<file path="src/rtl/i2c_pkg.sv">
// Shared types for the I2C slave front end: SDA drive modes and controller states.
package i2c_pkg;

    typedef enum logic [1:0] {
        RELEASE  = 2'b00,
        DRV_ACK  = 2'b01,
        DRV_NACK = 2'b10,
        TX_BIT   = 2'b11
    } sda_mode_t;

    // Legal states are encoded contiguously so that legality is a single compare.
    typedef enum logic [4:0] {
        IDLE       = 5'd0,
        ADDR_RX    = 5'd1,
        ADDR_CHK   = 5'd2,
        AACK_PREP  = 5'd3,
        AACK_DRIVE = 5'd4,
        AACK_HOLD  = 5'd5,
        WDATA_RX   = 5'd6,
        WDATA_CHK  = 5'd7,
        WACK_PREP  = 5'd8,
        WACK_DRIVE = 5'd9,
        WACK_HOLD  = 5'd10,
        LOAD       = 5'd11,
        SEND       = 5'd12,
        MACK_WAIT  = 5'd13,
        MACK_POP   = 5'd14,
        NACK_PREP  = 5'd15,
        NACK_DRIVE = 5'd16,
        NACK_HOLD  = 5'd17,
        WAIT_STOP  = 5'd18
    } slave_state_t;

    function automatic logic state_is_legal(input slave_state_t s);
        return s <= WAIT_STOP;
    endfunction

endpackage

</file>
<file path="src/rtl/burst_counter.sv">
// Per-transaction byte counter: synchronous clear, increment, saturation at MAX_BURST.
module burst_counter #(
    parameter int unsigned MAX_BURST = 16,
    parameter int unsigned CNT_W     = $clog2(MAX_BURST + 1)
) (
    input  logic             clk,
    input  logic             rst,
    input  logic             i_clear,
    input  logic             i_inc,
    output logic [CNT_W-1:0] o_count,
    output logic             o_at_max
);

    localparam logic [CNT_W-1:0] MAX_VAL = CNT_W'(MAX_BURST);
    localparam logic [CNT_W-1:0] ONE     = CNT_W'(1);

    logic [CNT_W-1:0] r_count;

    // NOTE: sequential state uses non-blocking assignments so every flop samples pre-edge values.
    always_ff @(posedge clk or posedge rst) begin
        if (rst) begin
            r_count <= '0;
        end else if (i_clear) begin
            r_count <= '0;
        end else if (i_inc && !o_at_max) begin
            r_count <= r_count + ONE;
        end
    end

    assign o_count  = r_count;
    assign o_at_max = (r_count == MAX_VAL);

endmodule

</file>
<file path="src/rtl/i2c_slave_burst_ctrl.sv">
// I2C slave protocol controller: addressed read/write bursts with FIFO flow control,
// repeated START and STOP abort from any state.
module i2c_slave_burst_ctrl
    import i2c_pkg::*;
#(
    parameter int unsigned MAX_BURST = 16,
    parameter int unsigned CNT_W     = $clog2(MAX_BURST + 1)
) (
    input  logic             clk,
    input  logic             rst,
    input  logic             start_found,
    input  logic             stop_found,
    input  logic             byte_received,
    input  logic             ack_prep,
    input  logic             check_ack,
    input  logic             ack_done,
    input  logic             rw_mode,
    input  logic             address_match,
    input  logic             sda_in,
    input  logic             fifo_full,
    input  logic             fifo_empty,
    output logic             rx_enable,
    output logic             tx_enable,
    output logic             write_enable,
    output logic             read_enable,
    output logic             load_data,
    output logic [1:0]       sda_mode,
    output logic [CNT_W-1:0] byte_count,
    output logic             busy
);

    localparam logic [CNT_W:0] MAX_EXT = (CNT_W + 1)'(MAX_BURST);
    localparam logic [CNT_W:0] ONE_EXT = (CNT_W + 1)'(1);

    slave_state_t r_state;
    slave_state_t w_next;
    logic         r_rw_read;
    logic         w_write_en;
    logic         w_read_en;
    logic         w_at_max;
    logic         w_more_burst;
    sda_mode_t    w_sda;

    always_ff @(posedge clk or posedge rst) begin
        if (rst) begin
            r_state   <= IDLE;
            r_rw_read <= 1'b0;
        end else begin
            r_state <= w_next;
            if (r_state == ADDR_CHK) begin
                r_rw_read <= rw_mode;
            end
        end
    end

    // Room for another read byte once the pop of this cycle has been counted.
    assign w_more_burst = (({1'b0, byte_count} + ONE_EXT) < MAX_EXT);

    // NOTE: every signal written here gets a default first so no path can infer a latch.
    always_comb begin
        w_next     = r_state;
        w_write_en = 1'b0;
        w_read_en  = 1'b0;
        case (r_state)
            IDLE:       w_next = IDLE;
            ADDR_RX:    if (byte_received) w_next = ADDR_CHK;
            ADDR_CHK: begin
                if (!address_match) begin
                    w_next = WAIT_STOP;
                end else if (rw_mode && fifo_empty) begin
                    w_next = NACK_PREP;
                end else begin
                    w_next = AACK_PREP;
                end
            end
            AACK_PREP:  if (ack_prep)  w_next = AACK_DRIVE;
            AACK_DRIVE: if (check_ack) w_next = AACK_HOLD;
            AACK_HOLD:  if (ack_done)  w_next = r_rw_read ? LOAD : WDATA_RX;
            WDATA_RX:   if (byte_received) w_next = WDATA_CHK;
            WDATA_CHK: begin
                if (!fifo_full && !w_at_max) begin
                    w_write_en = 1'b1;
                    w_next     = WACK_PREP;
                end else begin
                    w_next = NACK_PREP;
                end
            end
            WACK_PREP:  if (ack_prep)  w_next = WACK_DRIVE;
            WACK_DRIVE: if (check_ack) w_next = WACK_HOLD;
            WACK_HOLD:  if (ack_done)  w_next = WDATA_RX;
            LOAD:       w_next = SEND;
            SEND:       if (ack_prep)  w_next = MACK_WAIT;
            MACK_WAIT:  if (check_ack) w_next = sda_in ? WAIT_STOP : MACK_POP;
            MACK_POP: begin
                if (ack_done) begin
                    w_read_en = 1'b1;
                    w_next    = (w_more_burst && !fifo_empty) ? LOAD : WAIT_STOP;
                end
            end
            NACK_PREP:  if (ack_prep)  w_next = NACK_DRIVE;
            NACK_DRIVE: if (check_ack) w_next = NACK_HOLD;
            NACK_HOLD:  if (ack_done)  w_next = WAIT_STOP;
            WAIT_STOP:  w_next = WAIT_STOP;
            default:    w_next = IDLE;
        endcase

        // Bus conditions override the per-state flow and suppress any FIFO strobe.
        if (start_found) begin
            w_next     = ADDR_RX;
            w_write_en = 1'b0;
            w_read_en  = 1'b0;
        end else if (stop_found && r_state != IDLE) begin
            w_next     = IDLE;
            w_write_en = 1'b0;
            w_read_en  = 1'b0;
        end
    end

    always_comb begin
        rx_enable = 1'b0;
        tx_enable = 1'b0;
        load_data = 1'b0;
        w_sda     = RELEASE;
        case (r_state)
            ADDR_RX, WDATA_RX:                           rx_enable = 1'b1;
            AACK_DRIVE, AACK_HOLD, WACK_DRIVE, WACK_HOLD: w_sda = DRV_ACK;
            NACK_DRIVE, NACK_HOLD:                       w_sda = DRV_NACK;
            LOAD:                                        load_data = 1'b1;
            SEND: begin
                tx_enable = 1'b1;
                w_sda     = TX_BIT;
            end
            default: ;
        endcase
    end

    burst_counter #(
        .MAX_BURST (MAX_BURST),
        .CNT_W     (CNT_W)
    ) u_burst_counter (
        .clk      (clk),
        .rst      (rst),
        .i_clear  (start_found),
        .i_inc    (w_write_en | w_read_en),
        .o_count  (byte_count),
        .o_at_max (w_at_max)
    );

    assign write_enable = w_write_en;
    assign read_enable  = w_read_en;
    assign sda_mode     = w_sda;
    assign busy         = (r_state != IDLE) && state_is_legal(r_state);

endmodule

</file>
<file path="config.mk">
export PLATFORM = sky130hd
export DESIGN_NAME = i2c_slave_burst_ctrl
export DESIGN_NICKNAME = d
export VERILOG_FILES = /design/src/rtl/i2c_pkg.sv /design/src/rtl/burst_counter.sv /design/src/rtl/i2c_slave_burst_ctrl.sv
export SDC_FILE = /design/constraint.sdc
export NUM_CORES = 1
export LEC_CHECK = 0
export BUFFER_PORTS_ARGS = -buffer_cell sky130_fd_sc_hd__buf_4
export CAP_MARGIN = 20
export CORE_MARGIN = 2
export CORE_UTILIZATION = 45
export CTS_CLUSTER_SIZE = 40
export DETAILED_ROUTE_END_ITERATION = 10
export GPL_TIMING_DRIVEN = 0
export PLACE_DENSITY = 0.7
export SKIP_CTS_REPAIR_TIMING = 1
export SYNTH_ARGS = -nofsm -noshare
export SYNTH_HDL_FRONTEND = slang
export SYNTH_HIERARCHICAL = 1
export SYNTH_SLANG_ARGS = --single-unit
</file>
<file path="constraint.sdc">
create_clock -name clk -period 6.29 [get_ports clk]
set_input_delay 0.9435 -clock clk [delete_from_list [all_inputs] [get_ports clk]]
set_output_delay 0.9435 -clock clk [all_outputs]
set_load 0.05 [all_outputs]
</file>
# Yosys cells after proc, flatten, opt, wreduce, memory -nomap -nowiden
# Index checks and enable logic that the tools add are counted.
[op_classes] add_sub_neg=2 mul=0 div_mod_pow=0 magnitude_cmp=2 eq_ne=33 shift=0 n_mux=37 n_bitwise=1 reduce_logical=15
[ops] operator="2-to-1 mux 5 bit" n=21
[ops] operator="one-hot mux 5 bit (18 select lines)" n=1
[ops] operator="inequality test 4 bit (second input constant)" n=14
[ops] operator="equality test 5 x 4 -> 1 bit (second input constant)" n=8
[ops] operator="equality test 5 x 3 -> 1 bit (second input constant)" n=4
[ops] operator="equality test 5 bit (second input constant)" n=4
[ops] operator="AND reduction 14 bit" n=1
[ops] operator="2-to-1 mux 1 bit" n=11
[ops] operator="equality test 5 x 2 -> 1 bit (second input constant)" n=2
[ops] operator="2-to-1 mux 4 bit" n=2
[ops] operator="adder 5 x 1 -> 6 bit (second input constant)" n=1
[ops] operator="logical AND 1 bit" n=6
[ops] operator="less-than comparator 6 x 5 -> 1 bit (second input constant)" n=1
[ops] operator="one-hot mux 2 bit (3 select lines)" n=1
[ops] operator="adder 5 x 1 -> 5 bit (second input constant)" n=1
[ops] operator="equality test 5 x 1 -> 1 bit (second input constant)" n=1
[ops] operator="less-or-equal comparator 5 bit (second input constant)" n=1
[ops] operator="nonzero test 5 bit" n=1
[ops] operator="OR reduction 2 bit" n=2
[ops] operator="OR reduction 4 bit" n=1
[ops] operator="logical NOT 1 bit" n=3
[ops] operator="2-to-1 mux 3 bit" n=1
[ops] operator="nonzero test 2 bit" n=1
[ops] operator="bitwise OR 1 bit" n=1
[word_totals] regBits=11 latchBits=0 mem_bits_rw=0 mem_bits_ro=0 inputBits=13 output_inout_bits=13 word_cells=93 n_memories=0

# Depth between registers and ports, before layout
[logic_depth] depth_word=11 depth_mapped=9

# Cells and area by module
# Netlist, hierarchy kept.
[modules_own_cells] module="i2c_slave_burst_ctrl" instances=1 cells_each=122 area_per_inst_um2=913.4 seq_area_each_um2=150.1
[modules_own_cells] module="burst_counter" instances=1 cells_each=28 area_per_inst_um2=284.0 seq_area_each_um2=125.1

# Least setup slack after synthesis
# OpenSTA, ideal clock, no wires.
[synth_timing] path_type="register to output" startpoint="reg u_burst_counter.r_count[0] (netlist: u_burst_counter/o_count[0])" endpoint="out write_enable" arrival_ps=2468 path_slack_ps=2879 path_stages_with_launch=7 path_buffers=0 path_cell_list="dfrtp_1 inv_1 ha_1 and4bb_4 or2_2 or3_1 nor2_1"
[synth_via] elab_chain_len=7
[synth_rtl] element="start: declaration" line="burst_counter.sv:17" text="logic [CNT_W-1:0] r_count;"
[synth_rtl] element="start signal: assignment" line="burst_counter.sv:26" text="r_count <= r_count + ONE;"
[synth_rtl] element="equality test 5 bit" line="burst_counter.sv:31" text="assign o_at_max = (r_count == MAX_VAL);"
[synth_rtl] element="named net w_at_max" line="i2c_slave_burst_ctrl.sv:40" text="logic w_at_max;"
[synth_rtl] element="logical NOT 1 bit" line="i2c_slave_burst_ctrl.sv:81" text="if (!fifo_full && !w_at_max) begin"
[synth_rtl] element="logical AND 1 bit" line="i2c_slave_burst_ctrl.sv:81"
[synth_rtl] element="2-to-1 mux 1 bit" line="i2c_slave_burst_ctrl.sv:81"
[synth_rtl] element="2-to-1 mux 1 bit" line="i2c_slave_burst_ctrl.sv:64" text="case (r_state)"
[synth_rtl] element="2-to-1 mux 1 bit" line="i2c_slave_burst_ctrl.sv:112" text="end else if (stop_found && r_state != IDLE) begin"
[synth_rtl] element="2-to-1 mux 1 bit" line="i2c_slave_burst_ctrl.sv:108" text="if (start_found) begin"
[synth_rtl] element="end: declaration" line="i2c_slave_burst_ctrl.sv:24" text="output logic write_enable,"
# The timed path passes the listed nets, and every way through them passes these cells.

# Worst setup path after layout
# Same ends and word-level chain as after synthesis.

==> metrics.md <==
| Metric | Value |
|---|---|
| Crit. End Element | output pin |
| Antenna fix cells | 0 |
| Total length of routed wires | 3.38 mm |
| Area grow syn2layout | 21.0% |
| Clock Skew | 0.00816 ns |
| Status | completed |
| GRT Util Overall | 22.7% |
| #FFs+latches synth | 11 |
| Worst-path fanout max | 6 |
| Clk buf depth | 2 |
| # IOs | 26 |
| Sequential fraction of the synthesis area | 23.0% |
| Initial core utilization | 47.9% |
| First-pass GRT wire length | 5.66 mm |
| PortBufs | 25 |
| Tcrit/Tclk final | 49.1% |
| Worst slew pin tran | 0.503 ns |
| CTS sink cnt | 11 |
| WHS | 0.502 ns |
| CP delay by family, top | simple AND/OR/NAND/NOR gates |
| Wirelength per Cell | 16.2 um |
| CP cell instances | inv_1, ha_1, and4bb_4, or2_2, or3_1, nor2_1, buf_4 |
| DR iter-0 viols | 51 |
| Worst path buffer plus inverter count | 2 |
| Crit path time final | 3.09 ns |
| Post-DRT Antenna Nets | 0 |
| Clock Root Buffer | clkbuf_4 |
| Pleak | 0.630 nW |
| Clk Latency, worst-skew pair | 0.27 ns |
| Synth Warn # | 6 |
| Final TNS setup | 0 ns |
| Total design power | 0.483 mW |
| Die area | 3090 um^2 |
| Slowest-stage cell, CP | dfrtp_1 |
| Gp weighted congestion | 0.947 |
| Synth Instances | 150 |
| Place WS | 3.37 ns |
| Num CTS Buffers | 3 |
| HP Class | reg2reg |
| Setup ws final | 3.20 ns |
| Critical path type | reg2out |
| Fraction of layout cells with a size suffix above 1 | 27.4% |
| Die width | 55.6 um |
| Die Ht | 55.6 um |
| CTS tree | built |
| GRT overflow | 0 |
| Drt drc | 0 |
| Netlist cell types | 59 |
| Worst slew margin | 66.5% |
| Core area | 2500 um^2 |
| Worst setup SP type | flip-flop |
| Maxcap violations | 0 |
| Post-synth EDFFs | 0 |
| Clock transition at path regs | 0.07 ns |
| Antenna violations before repair | 0 |
| Site row count | 18 |
| Arrival time at the worst endpoint | 2.15 ns |
| Final HPWL DP | 2.68 mm |
| Layout Utilization | 58.0% |
| Vias in the first global route | 1245 |
| H-tree levels | 1 |
| PD cells | 334 nW/um^2 |
| Max stage delay on crit path | 0.43 ns |
| Achievable frequency | 324 MHz |
| Syn nets | 165 |
| Endpoints failing setup | 0 |
| Syn avg cell area | 7.98 um^2 |
| Critical Path RT | 5.35 ns |
| TritonRoute pass-1 iters | 4 |
| Final Hold Vio Count | 0 |
| Via density | 6.21 |
| Fin. max-slew vios | 0 |
| Synth Flop Type | dfrtp_1 |
| Nets | 195 |
| Via count | 1298 |
| Peak VDD IR | 0.243 mV |
| Largest net degree at the start of global routing | 11 |
| Ys async rst share | 100% |
| RSZ-0062 raised after global routing | no |
| Mapped Area | 1200 um^2 |
| Number of fill cells in the layout | 239 |
| R2R setup slack | 3.73 ns |
==> worst reg2reg max path, cell delays in order (launching register included) <==
cell and delay (ns):
dfrtp_1 0.43, inv_1 0.08, ha_1 0.20, and4bb_4 0.21, or2_2 0.32, or3_1 0.34
a21oi_1 0.29, nor2b_2 0.24, mux2_2 0.34
==> worst paths after layout <==
path / cells after the start / from / endpoint
min in group asynchronous: 2 / rst / u_burst_counter/o_count[4]
max in group asynchronous: 2 / rst / r_state[1]
hold reg to reg: 1 / r_rw_read / r_rw_read
setup reg to reg: 8 / u_burst_counter/o_count[0] / u_burst_counter/o_count[0]
setup / recovery: 7 / u_burst_counter/o_count[0] / write_enable
hold / removal: 1 / r_rw_read / r_rw_read
==> power by group <==
part	switching [mW]	internal, mW	total (mW)
logic	0.211	0.126	0.337
clock network	0.0232	0.0246	0.0478
registers	0.0156	0.0834	0.0990
==> cells in the mapped netlist (all sizes together) (2+ instances only) <==
master  instances  area, um^2
a211o           2        17.5
and2b           2        17.5
a22oi           2        15.0
nand3           5        25.0
mux2i           2        20.0
nor2b           3        21.3
dfrtp          11         275
and3b           2        17.5
nand3b          2        15.0
xor2            3        26.3
o31ai           2        15.0
nor3            9        55.1
nand2           6        22.5
mux2            3        33.8
nand2b          3        18.8
o21ai           4        20.0
nor4            6        37.5
or3b            2        17.5
nand4           2        12.5
inv             7        26.3
a211oi          2        15.0
nor3b           3        33.8
a21oi          13        65.1
or3             5        31.3
buf            10        57.6
a31oi           4        31.3
ha              2        25.0
or2             2        12.5
clkbuf          3        11.3
nor2           11        43.8
==> per-stage QoR <==
step                instance area, um^2  std cells
global route                       1450        209
global placement                   1420        205
detailed placement                 1420        205
floorplan                          1200        150
CTS                                1450        209
finish                             1450        209
==> routing by layer <==
layer	wire (um)	track usage [%]	up-vias
met5	0	0	-
met4	116	14.3	0
met3	195	2.09	12
met2	1620	36.2	59
met1	1450	29.5	607
li1	-	-	620
==> logic make-up (layout without fill, tap and decap cells) <==
family,count (synthesis),in the layout,share of synthesized area [%]
AO/OA/AOI/OAI,39,39,22.8
XOR/XNOR,3,3,2.19
adder cells (fa/ha/maj),2,2,2.09
buffers and inverters,20,49,7.94
flip-flops,11,11,23.0
multiplexers,5,5,4.49
AND/OR/NAND/NOR,70,70,37.5
==> sequential cells by signal, summed over array words and instances (netlist names) <==
register / cells
r_rw_read: 1
u_burst_counter/o_count: 5
r_state: 5
==> layout make-up <==
class / instances / area (um^2) / area share (%)
Clock buffer: 4 / 26.3 / 1.81
Multi-Input combinational cell: 119 / 827 / 57.1
Timing Repair Buffer: 25 / 188 / 13.0
Sequential cell: 11 / 275 / 19.0
Tap cell: 30 / 37.5 / 2.59
Inverter: 7 / 26.3 / 1.81
Buffer: 13 / 68.8 / 4.75
==> cell usage in the layout (no fill, tap or decap), drive strengths merged, types with 4 or more instances in the layout <==
cell	instances
buf	35
a21oi	13
dfrtp	11
nor2	11
nor3	9
inv	7
clkbuf	7
nor4	6
nand2	6
or3	5
nand3	5
o21ai	4
a31oi	4
Power figures use the tool's default switching activity.
